<file path="src/rtl/fp_unit_arbiter_pkg.sv">
// rtl/fp_unit_arbiter_pkg.sv - shared widths, opcodes and helpers for the FP unit arbiter
package fp_unit_arbiter_pkg;

   localparam logic [1:0] OP_ADD = 2'd0;
   localparam logic [1:0] OP_SUB = 2'd1;
   localparam logic [1:0] OP_MUL = 2'd2;

   function automatic int clog2(input int value);
      int r;
      r = 0;
      for (int i = 0; i < 31; i++) begin
         if ((1 << i) < value) r = i + 1;
      end
      return r;
   endfunction

   function automatic int dataWidth(input int expWidth, input int fracWidth);
      return expWidth + fracWidth;
   endfunction

endpackage

</file>
<file path="src/rtl/fp_unit_arbiter_tag_fifo.sv">
// rtl/fp_unit_arbiter_tag_fifo.sv - synchronous FIFO holding the owner tag of each in-flight op
module fp_unit_arbiter_tag_fifo
   import fp_unit_arbiter_pkg::*;
#(
   parameter int WIDTH = 2,
   parameter int DEPTH = 8,
   localparam int AW = clog2(DEPTH),
   localparam int CNT_W = AW + 1
) (
   input  logic             clkIn,
   input  logic             rstIn,
   input  logic             push,
   input  logic [WIDTH-1:0] wrData,
   input  logic             pop,
   output logic [WIDTH-1:0] rdData,
   output logic             empty,
   output logic [CNT_W-1:0] count
);

   logic [AW:0]      wrPtr;
   logic [AW:0]      rdPtr;
   logic [WIDTH-1:0] mem [DEPTH];
   logic             doPush;
   logic             doPop;

   // Extra pointer MSB distinguishes full from empty when the indices match.
   assign count  = wrPtr - rdPtr;
   assign empty  = (wrPtr == rdPtr);
   assign doPush = push && (count != CNT_W'(DEPTH));
   assign doPop  = pop && !empty;
   assign rdData = mem[rdPtr[AW-1:0]];

   always_ff @(posedge clkIn) begin
      if (!rstIn) begin
         wrPtr <= '0;
         rdPtr <= '0;
      end else begin
         if (doPush) wrPtr <= wrPtr + (AW + 1)'(1);
         if (doPop)  rdPtr <= rdPtr + (AW + 1)'(1);
      end
   end

   always_ff @(posedge clkIn) begin
      if (doPush) mem[wrPtr[AW-1:0]] <= wrData;
   end

endmodule

</file>
<file path="src/rtl/fp_unit_arbiter.sv">
// rtl/fp_unit_arbiter.sv - round-robin sharing of one pipelined FP unit among NUM_REQ requesters
module fp_unit_arbiter
   import fp_unit_arbiter_pkg::*;
#(
   parameter int NUM_REQ    = 4,
   parameter int FRAC_WIDTH = 24,
   parameter int EXP_WIDTH  = 8,
   parameter int OP_WIDTH   = 2,
   parameter int LATENCY    = 4,
   parameter int TAG_DEPTH  = 8,
   localparam int DATA_WIDTH = dataWidth(EXP_WIDTH, FRAC_WIDTH),
   localparam int TAG_WIDTH  = clog2(NUM_REQ)
) (
   input  logic                           clkIn,
   input  logic                           rstIn,
   input  logic [NUM_REQ-1:0]             reqValidIn,
   output logic [NUM_REQ-1:0]             reqReadyOut,
   input  logic [NUM_REQ*OP_WIDTH-1:0]    reqOpIn,
   input  logic [NUM_REQ*DATA_WIDTH-1:0]  reqAIn,
   input  logic [NUM_REQ*DATA_WIDTH-1:0]  reqBIn,
   output logic                           unitValidOut,
   output logic [OP_WIDTH-1:0]            unitOpOut,
   output logic [DATA_WIDTH-1:0]          unitAOut,
   output logic [DATA_WIDTH-1:0]          unitBOut,
   input  logic                           unitValidIn,
   input  logic [DATA_WIDTH-1:0]          unitDataIn,
   output logic [NUM_REQ-1:0]             respValidOut,
   output logic [DATA_WIDTH-1:0]          respDataOut,
   output logic                           busyOut,
   output logic                           errorOut
);

   localparam int CNT_W   = clog2(TAG_DEPTH) + 1;
   localparam int AGE_W   = clog2(LATENCY + 4) + 1;
   localparam int DRAIN_W = clog2(LATENCY + 2) + 1;

   logic [TAG_WIDTH-1:0] ptr;
   logic [TAG_WIDTH-1:0] grantIdx;
   logic [TAG_WIDTH-1:0] cand;
   logic [TAG_WIDTH-1:0] headTag;
   logic                 grantValid;
   logic                 eligible;
   logic                 handshake;
   logic                 fifoEmpty;
   logic                 pop;
   logic                 stale;
   logic                 spurious;
   logic [CNT_W-1:0]     tagCount;
   logic [AGE_W-1:0]     headAge;
   logic [DRAIN_W-1:0]   drainCnt;

   always_comb begin
      grantValid = 1'b0;
      grantIdx   = '0;
      cand       = '0;
      for (int k = 0; k < NUM_REQ; k++) begin
         cand = TAG_WIDTH'((int'(ptr) + k) % NUM_REQ);
         if (!grantValid && reqValidIn[cand]) begin
            grantValid = 1'b1;
            grantIdx   = cand;
         end
      end
   end

   assign eligible    = (tagCount < CNT_W'(TAG_DEPTH));
   assign reqReadyOut = (rstIn && eligible && grantValid) ? (NUM_REQ'(1) << grantIdx) : '0;
   assign handshake   = |(reqValidIn & reqReadyOut);
   assign pop         = unitValidIn && !fifoEmpty;
   assign spurious    = unitValidIn && fifoEmpty && (drainCnt == '0);
   // Only the head is aged; a younger entry cannot time out before the one ahead of it.
   assign stale       = !fifoEmpty && !unitValidIn && (headAge >= AGE_W'(LATENCY + 2));
   assign busyOut     = !fifoEmpty || unitValidOut;

   fp_unit_arbiter_tag_fifo #(
      .WIDTH (TAG_WIDTH),
      .DEPTH (TAG_DEPTH)
   ) tagFifo (
      .clkIn  (clkIn),
      .rstIn  (rstIn),
      .push   (handshake),
      .wrData (grantIdx),
      .pop    (pop),
      .rdData (headTag),
      .empty  (fifoEmpty),
      .count  (tagCount)
   );

   always_ff @(posedge clkIn) begin
      if (!rstIn) begin
         ptr          <= '0;
         unitValidOut <= 1'b0;
         unitOpOut    <= '0;
         unitAOut     <= '0;
         unitBOut     <= '0;
         respValidOut <= '0;
         respDataOut  <= '0;
         errorOut     <= 1'b0;
         headAge      <= '0;
         drainCnt     <= DRAIN_W'(LATENCY + 1);
      end else begin
         unitValidOut <= handshake;
         if (handshake) begin
            ptr       <= (grantIdx == TAG_WIDTH'(NUM_REQ - 1)) ? '0 : grantIdx + TAG_WIDTH'(1);
            unitOpOut <= reqOpIn[grantIdx*OP_WIDTH +: OP_WIDTH];
            unitAOut  <= reqAIn[grantIdx*DATA_WIDTH +: DATA_WIDTH];
            unitBOut  <= reqBIn[grantIdx*DATA_WIDTH +: DATA_WIDTH];
         end
         respValidOut <= pop ? (NUM_REQ'(1) << headTag) : '0;
         if (pop) respDataOut <= unitDataIn;
         if (spurious || stale) errorOut <= 1'b1;
         // Results of ops issued before reset are swallowed during this window.
         if (drainCnt != '0) drainCnt <= drainCnt - DRAIN_W'(1);
         if (fifoEmpty || pop) headAge <= '0;
         else if (headAge != '1) headAge <= headAge + AGE_W'(1);
      end
   end

endmodule

</file>
<file path="config.mk">
export PLATFORM = sky130hd
export DESIGN_NAME = fp_unit_arbiter
export DESIGN_NICKNAME = d
export VERILOG_FILES = /design/src/rtl/fp_unit_arbiter_pkg.sv /design/src/rtl/fp_unit_arbiter_tag_fifo.sv /design/src/rtl/fp_unit_arbiter.sv
export SDC_FILE = /design/constraint.sdc
export NUM_CORES = 1
export LEC_CHECK = 0
export BUFFER_PORTS_ARGS = -buffer_cell sky130_fd_sc_hd__buf_2
export CAP_MARGIN = 20
export CORE_AREA = 10 10 152 154
export CTS_BUF_LIST = sky130_fd_sc_hd__clkbuf_8
export CTS_CLUSTER_SIZE = 16
export DETAILED_ROUTE_END_ITERATION = 12
export DIE_AREA = 0 0 162 164
export MAX_ROUTING_LAYER = met4
export PLACE_DENSITY_LB_ADDON = 0.2
export SLEW_MARGIN = 20
export SYNTH_ARGS = -nofsm -noshare
export SYNTH_HDL_FRONTEND = slang
export SYNTH_SLANG_ARGS = --single-unit
</file>
<file path="constraint.sdc">
create_clock -name clkIn -period 3.92 [get_ports clkIn]
set_clock_uncertainty 0.05 [all_clocks]
set_input_delay 0.588 -clock clkIn [delete_from_list [all_inputs] [get_ports clkIn]]
set_output_delay 0.588 -clock clkIn [all_outputs]
set_load 0.1 [all_outputs]
</file>
### After elaboration in Yosys (flattened, before gate mapping)

Memory sizes are Yosys's and may differ from the RTL's. A register that Yosys moved wholly into a read port is not among the register bits.
Cells that the tools add are included.
W data, S select, Z words.

| storage, ports and cells | value |
|---|---|
| memory bits (writable) | 16 |
| memories kept | 1 |
| word-level logic and storage cells | 86 |
| register bits after elaboration | 122 |

Memory list:

| memory | words | width | read ports | clocked after memory_dff | write ports | line | source |
|---|---|---|---|---|---|---|---|
| tagFifo.mem | 8 | 2 | 1 | 1 | 1 | fp_unit_arbiter_tag_fifo.sv:22 | `logic [WIDTH-1:0] mem [DEPTH];` |

| cells by class | value |
|---|---|
| bitwise gates (word level) | 2 |
| equal/unequal tests | 4 |
| multiplexer cells | 22 |
| shift operators | 5 |
| reduce and logical (&&, ||, !) cells | 25 |
| add/subtract/negate cells | 9 |
| magnitude comparators | 6 |

Operator list:

| kind | number |
|---|---|
| $shiftx A128 B8 Y32 | 2 |
| $add A4 B1 Y4 const B | 3 |
| $logic_and A1 B1 Y1 | 12 |
| $lt A2 B3 Y1 const B | 4 |
| $mux W1 | 10 |
| $mux W2 | 5 |
| $bmux W1 S2 | 4 |
| $ne A4 B4 Y1 const B | 2 |
| $shiftx A8 B4 Y2 | 1 |
| $shl A1 B2 Y4 const A | 2 |
| $mux W3 | 2 |
| $logic_not A1 Y1 | 5 |
| $add A2 B1 Y2 const B | 2 |
| $add A2 B2 Y2 const B | 2 |
| $and A4 B4 Y4 | 1 |
| $eq A4 B4 Y1 | 1 |
| $ge A4 B3 Y1 const B | 1 |
| $logic_not A4 Y1 | 1 |
| $lt A4 B4 Y1 const B | 1 |
| $mux W4 | 1 |
| $reduce_bool A4 Y1 | 1 |
| $reduce_or A4 Y1 | 1 |
| $sub A4 B1 Y4 const B | 1 |
| $sub A4 B4 Y4 | 1 |
| 5 further kinds | 7 |

### Depth between registers and ports, before layout

| depth | value |
|---|---|
| depth in word-level cells | 19 |
| mapped depth | 14 |

### Modules after synthesis

Synthesis repeated with hierarchy kept, for this count alone.

| unflattened totals | value |
|---|---|
| cells, all modules | 721 |
| area, all modules | 7378.3 µm² |

Modules (own cells, without submodules):

| module | area each (µm²) | cells an instance | instances | sequential area each (µm²) |
|---|---|---|---|---|
| fp_unit_arbiter | 6044.5 | 621 | 1 | 2282.2 |
| fp_unit_arbiter_tag_fifo | 1333.8 | 100 | 1 | 700.7 |

### Worst setup path after synthesis

Ideal clock, no wire load.

| path | value |
|---|---|
| path kind | in2out |
| start point | in reqValidIn[1] |
| end point | out reqReadyOut[0] |
| buffers on the path | 3 |
| cell stages on the path | 8 |
| arrival time | 3085 ps |
| setup slack | 197 ps |
| cell sequence | nand2b_1 -> a21oi_1 -> a211o_1 -> buf_2 -> clkbuf_1 -> clkbuf_1 -> nand2_1 -> nor2_1 |

| between the ends | value |
|---|---|
| cells in the longest elaborated chain, start to end | 14 |
| elaborated cells on any way between the ends | 25 |
| those cells by class | shift (1); mux (17); reduce/logical (7) |

RTL lines:

| what | line | source |
|---|---|---|
| from (decl) | fp_unit_arbiter.sv:16 | `input logic [NUM_REQ-1:0] reqValidIn,` |
| $bmux W1 S2 | fp_unit_arbiter.sv:58 | `if (!grantValid && reqValidIn[cand]) begin` |
| $mux W1 (implied by the code) | fp_unit_arbiter.sv:58 |  |
| $mux W1 | fp_unit_arbiter.sv:58 |  |
| $logic_not A1 Y1 | fp_unit_arbiter.sv:58 |  |
| $logic_and A1 B1 Y1 | fp_unit_arbiter.sv:58 |  |
| $mux W1 | fp_unit_arbiter.sv:58 |  |
| $logic_not A1 Y1 | fp_unit_arbiter.sv:58 |  |
| $logic_and A1 B1 Y1 | fp_unit_arbiter.sv:58 |  |
| $mux W1 | fp_unit_arbiter.sv:58 |  |
| $logic_not A1 Y1 | fp_unit_arbiter.sv:58 |  |
| $logic_and A1 B1 Y1 | fp_unit_arbiter.sv:58 |  |
| $mux W2 / $mux W1 (equally long branches) | fp_unit_arbiter.sv:58 |  |
| $shl A1 B2 Y4 / $logic_and A1 B1 Y1 (equally long branches) | fp_unit_arbiter.sv:66 | `assign reqReadyOut = (rstIn && eligible && grantValid) ? (NUM_REQ'(1) << grantIdx) : '0;` |
| $mux W4 (*) | fp_unit_arbiter.sv:66 |  |
| to (decl) | fp_unit_arbiter.sv:17 | `output logic [NUM_REQ-1:0] reqReadyOut,` |

Mark *: on every way between the ends. The rest lies on a longest branch, timed or not. The select of a mux whose other input is x is not followed.

### Worst setup path in the final report

| path | value |
|---|---|
| start point | reg tagFifo.wrPtr[2] |
| end point | out reqReadyOut[0] |

| between the ends | value |
|---|---|
| cells in the longest elaborated chain, start to end | 5 |

RTL lines:

| what | line | source |
|---|---|---|
| from (decl) | fp_unit_arbiter_tag_fifo.sv:20 | `logic [AW:0] wrPtr;` |
| from (signal assigned) | fp_unit_arbiter_tag_fifo.sv:38 | `if (doPush) wrPtr <= wrPtr + (AW + 1)'(1);` |
| $sub A4 B4 Y4 | fp_unit_arbiter_tag_fifo.sv:27 | `assign count = wrPtr - rdPtr;` |
| $lt A4 B4 Y1 | fp_unit_arbiter.sv:65 | `assign eligible = (tagCount < CNT_W'(TAG_DEPTH));` |
| $logic_and A1 B1 Y1 (2 in series) | fp_unit_arbiter.sv:66 |  |
| $mux W4 | fp_unit_arbiter.sv:66 |  |

No other way between the ends.

==> impl_metrics.env <==
export IMPL_grt_ovfl_total=0
export IMPL_clock_sinks=141
export IMPL_final_setup_tns_ps=0
export IMPL_die_x_um=162
export IMPL_wirelength_um=30100
export IMPL_synth_edf_count=16
export IMPL_outcome="complete, no violations"
export IMPL_row_count=52
export IMPL_cts_resized=0
export IMPL_place_hpwl_um=22900
export IMPL_period_needed_ps=3400
export IMPL_cts_setup_buffers=0
export IMPL_synth_async_reset_ratio_pct=0
export IMPL_io_pins=412
export IMPL_stdcell_count=1501
export IMPL_layout_commonest_cell="buf_2"
export IMPL_dpl_cell_count=1465
export IMPL_crit_type="reg -> out"
export IMPL_ys_flop_type="dfxtp_1"
export IMPL_dr_pass1_iters=5
export IMPL_final_antenna_net_count=0
export IMPL_setup_worst_path_start_class="flip-flop"
export IMPL_finalMaxSlewViolations=0
export IMPL_clockBufferDepth=2
export IMPL_multiInputGateArea_um2=3820
export IMPL_grt_antenna_before_repair=4
export IMPL_hold_violations=0
export IMPL_hold_slack_ps=321
export IMPL_dr_first_iter_drc_count=645
export IMPL_cellPowerDensity_nw_per_um2=987
export IMPL_end_kind="primary output"
export IMPL_final_seq_area_um2=2980
export IMPL_wire_per_inst_um=20.1
export IMPL_rrSetupSlack_ps=1010
export IMPL_synth_avg_cell_area_um2=8.40
export IMPL_vias_per_cell=5.22
export IMPL_grt_use_total_pct=21.5
export IMPL_cts_buffers=17
export IMPL_num_vias=7834
export IMPL_cp_data_required_time_ps=3280
export IMPL_fp_dieH_um=164
export IMPL_synthTopCellsByArea="dfxtp_1, nand2_1, a311oi_1"
export IMPL_critical_path_arrival_ps=2760
export IMPL_synth_distinct_cells=43
export IMPL_yosys_warnings=0
export IMPL_worst_slew_pin_slew_ps=888
export IMPL_syn_area_um2=7200
export IMPL_synth_top_cell_by_area="dfxtp_1"
export IMPL_finalSetupViolCount=0
export IMPL_grt_first_pass_wirelength_um=43900
export IMPL_synth_seq_cells=141
export IMPL_final_cell_mix="buf_2, nand2_1, dfxtp_1"
export IMPL_fillers=2053
export IMPL_drc_errors=0
export IMPL_dieArea_um2=26600
export IMPL_seq_area_frac_synth_pct=41.4
export IMPL_initial_core_util_pct=35.9
export IMPL_cp_max_fo=11
export IMPL_portBuffers=411
export IMPL_period_share_pct=86.8
export IMPL_drive_gt1_share_pct=43.1
export IMPL_maxSlewHeadroom_pct=40.4
export IMPL_clk_pin_slew_ps=90
export IMPL_synth_top_area_share_pct=34.8
export IMPL_max_freq_mhz=294
export IMPL_area_delta_synth_final_pct=37.1
export IMPL_drv_cap=0
export IMPL_cts_root_buf="clkbuf_8"
export IMPL_grt_start_max_net_pins=125
export IMPL_grt_pass1_vias=7518
export IMPL_h_tree_depth=4
export IMPL_place_congestion=0.892
export IMPL_hold_buffers=0
export IMPL_clock_latency_ps=440
export IMPL_hold_path_class="in -> reg"
export IMPL_p_leak_nw=4.73
export IMPL_core_um2=20000
export IMPL_synth_fp_nets=1169
export IMPL_netlist_instances=857
export IMPL_cts_tree="done"
export IMPL_irDropWorstVdd_uv=660
export IMPL_rsz0062_at_grt="false"
export IMPL_final_nets=1526
where the power goes:
| group | total (mW) | internal [mW] | switching (mW) |
|---|---|---|---|
| Combinational | 6.32 | 1.30 | 5.02 |
| Clock | 1.16 | 0.552 | 0.610 |
| Sequential | 2.26 | 1.98 | 0.282 |
layout make-up:
type,count,area share [%]
multi-input cells,611,38.7
flip-flops and latches,141,30.2
repair buffers,426,22.9
well taps,270,3.42
clock buffers,19,2.65
clock inverters,13,1.32
inverters,17,0.646
diodes,4,0.101
stage by stage:
| step | power (mW) | setup slack (ps) | instance area (um^2) | util (%) |
|---|---|---|---|---|
| floorplan | 7.37 | 197 | 7200 | - |
| detailed placement | 8.63 | 908 | 9470 | 47.3 |
| global placement | 8.62 | 920 | 9470 | 47.3 |
| global route | 10.2 | 190 | 9870 | 49.3 |
| CTS | 9.81 | 503 | 9860 | 49.2 |
| finish | 9.74 | 517 | 9870 | 49.3 |
worst max-delay path, stage by stage, from the launching register on:
cell,delay [ps]
dfxtp_1,540
ha_1,330
a21oi_1,180
a21oi_1,130
a2111oi_4,440
nand2_1,170
nor2_1,110
buf_2,440
cell families after synthesis:
kind of cell               share of synthesized area [%]
adders and majority gates                           1.56
AOI/OAI and AO/OA                                   27.8
muxes                                               1.82
and+or+nand+nor                                     20.6
buffers and inverters                               6.01
xor gates and xnor gates                           0.730
DFF                                                 41.4
synthesized netlist by cell type, drive strengths merged (3+ instances only):
library cell,count
a211oi,68
a21oi,43
a311oi,66
a31o,67
and2,3
and3,68
buf,23
clkbuf,65
dfxtp,125
edfxtp,16
ha,9
inv,17
mux2i,3
mux4,4
nand2,216
nand2b,4
nand3,5
nor2,22
nor3,5
xnor2,5
flip-flops by register name, summed over array words and instances, names as in the netlist, named ones only:
| signal | count |
|---|---|
| ptr | 2 |
| unitBOut | 32 |
| errorOut | 1 |
| unitOpOut | 2 |
| tagFifo.rdPtr | 4 |
| tagFifo.wrPtr | 4 |
| unitAOut | 32 |
| unitValidOut | 1 |
| tagFifo.mem | 16 |
| respValidOut | 4 |
| respDataOut | 32 |
| drainCnt | 4 |
| headAge | 4 |
path summary, 6_finish.rpt:
path,endpoint,cells past startpoint,from
hold / removal,respDataOut[30]$_SDFFE_PN0P_,3,unitDataIn[30]
hold reg to reg,respDataOut[3]$_SDFFE_PN0P_,2,respDataOut[3]$_SDFFE_PN0P_
setup reg to reg,tagFifo.mem[6][0]$_DFFE_PP_,9,tagFifo.wrPtr[2]$_SDFFE_PN0P_
setup / recovery,reqReadyOut[0],7,tagFifo.wrPtr[2]$_SDFFE_PN0P_
layer usage:
layer	GRT usage [%]	part of all wire, %
met5	-	0
met4	4.84	1.0
met3	6.23	7.3
met1	25.5	42
met2	35.3	50
Note: power is estimated with default switching activity, not from simulation.
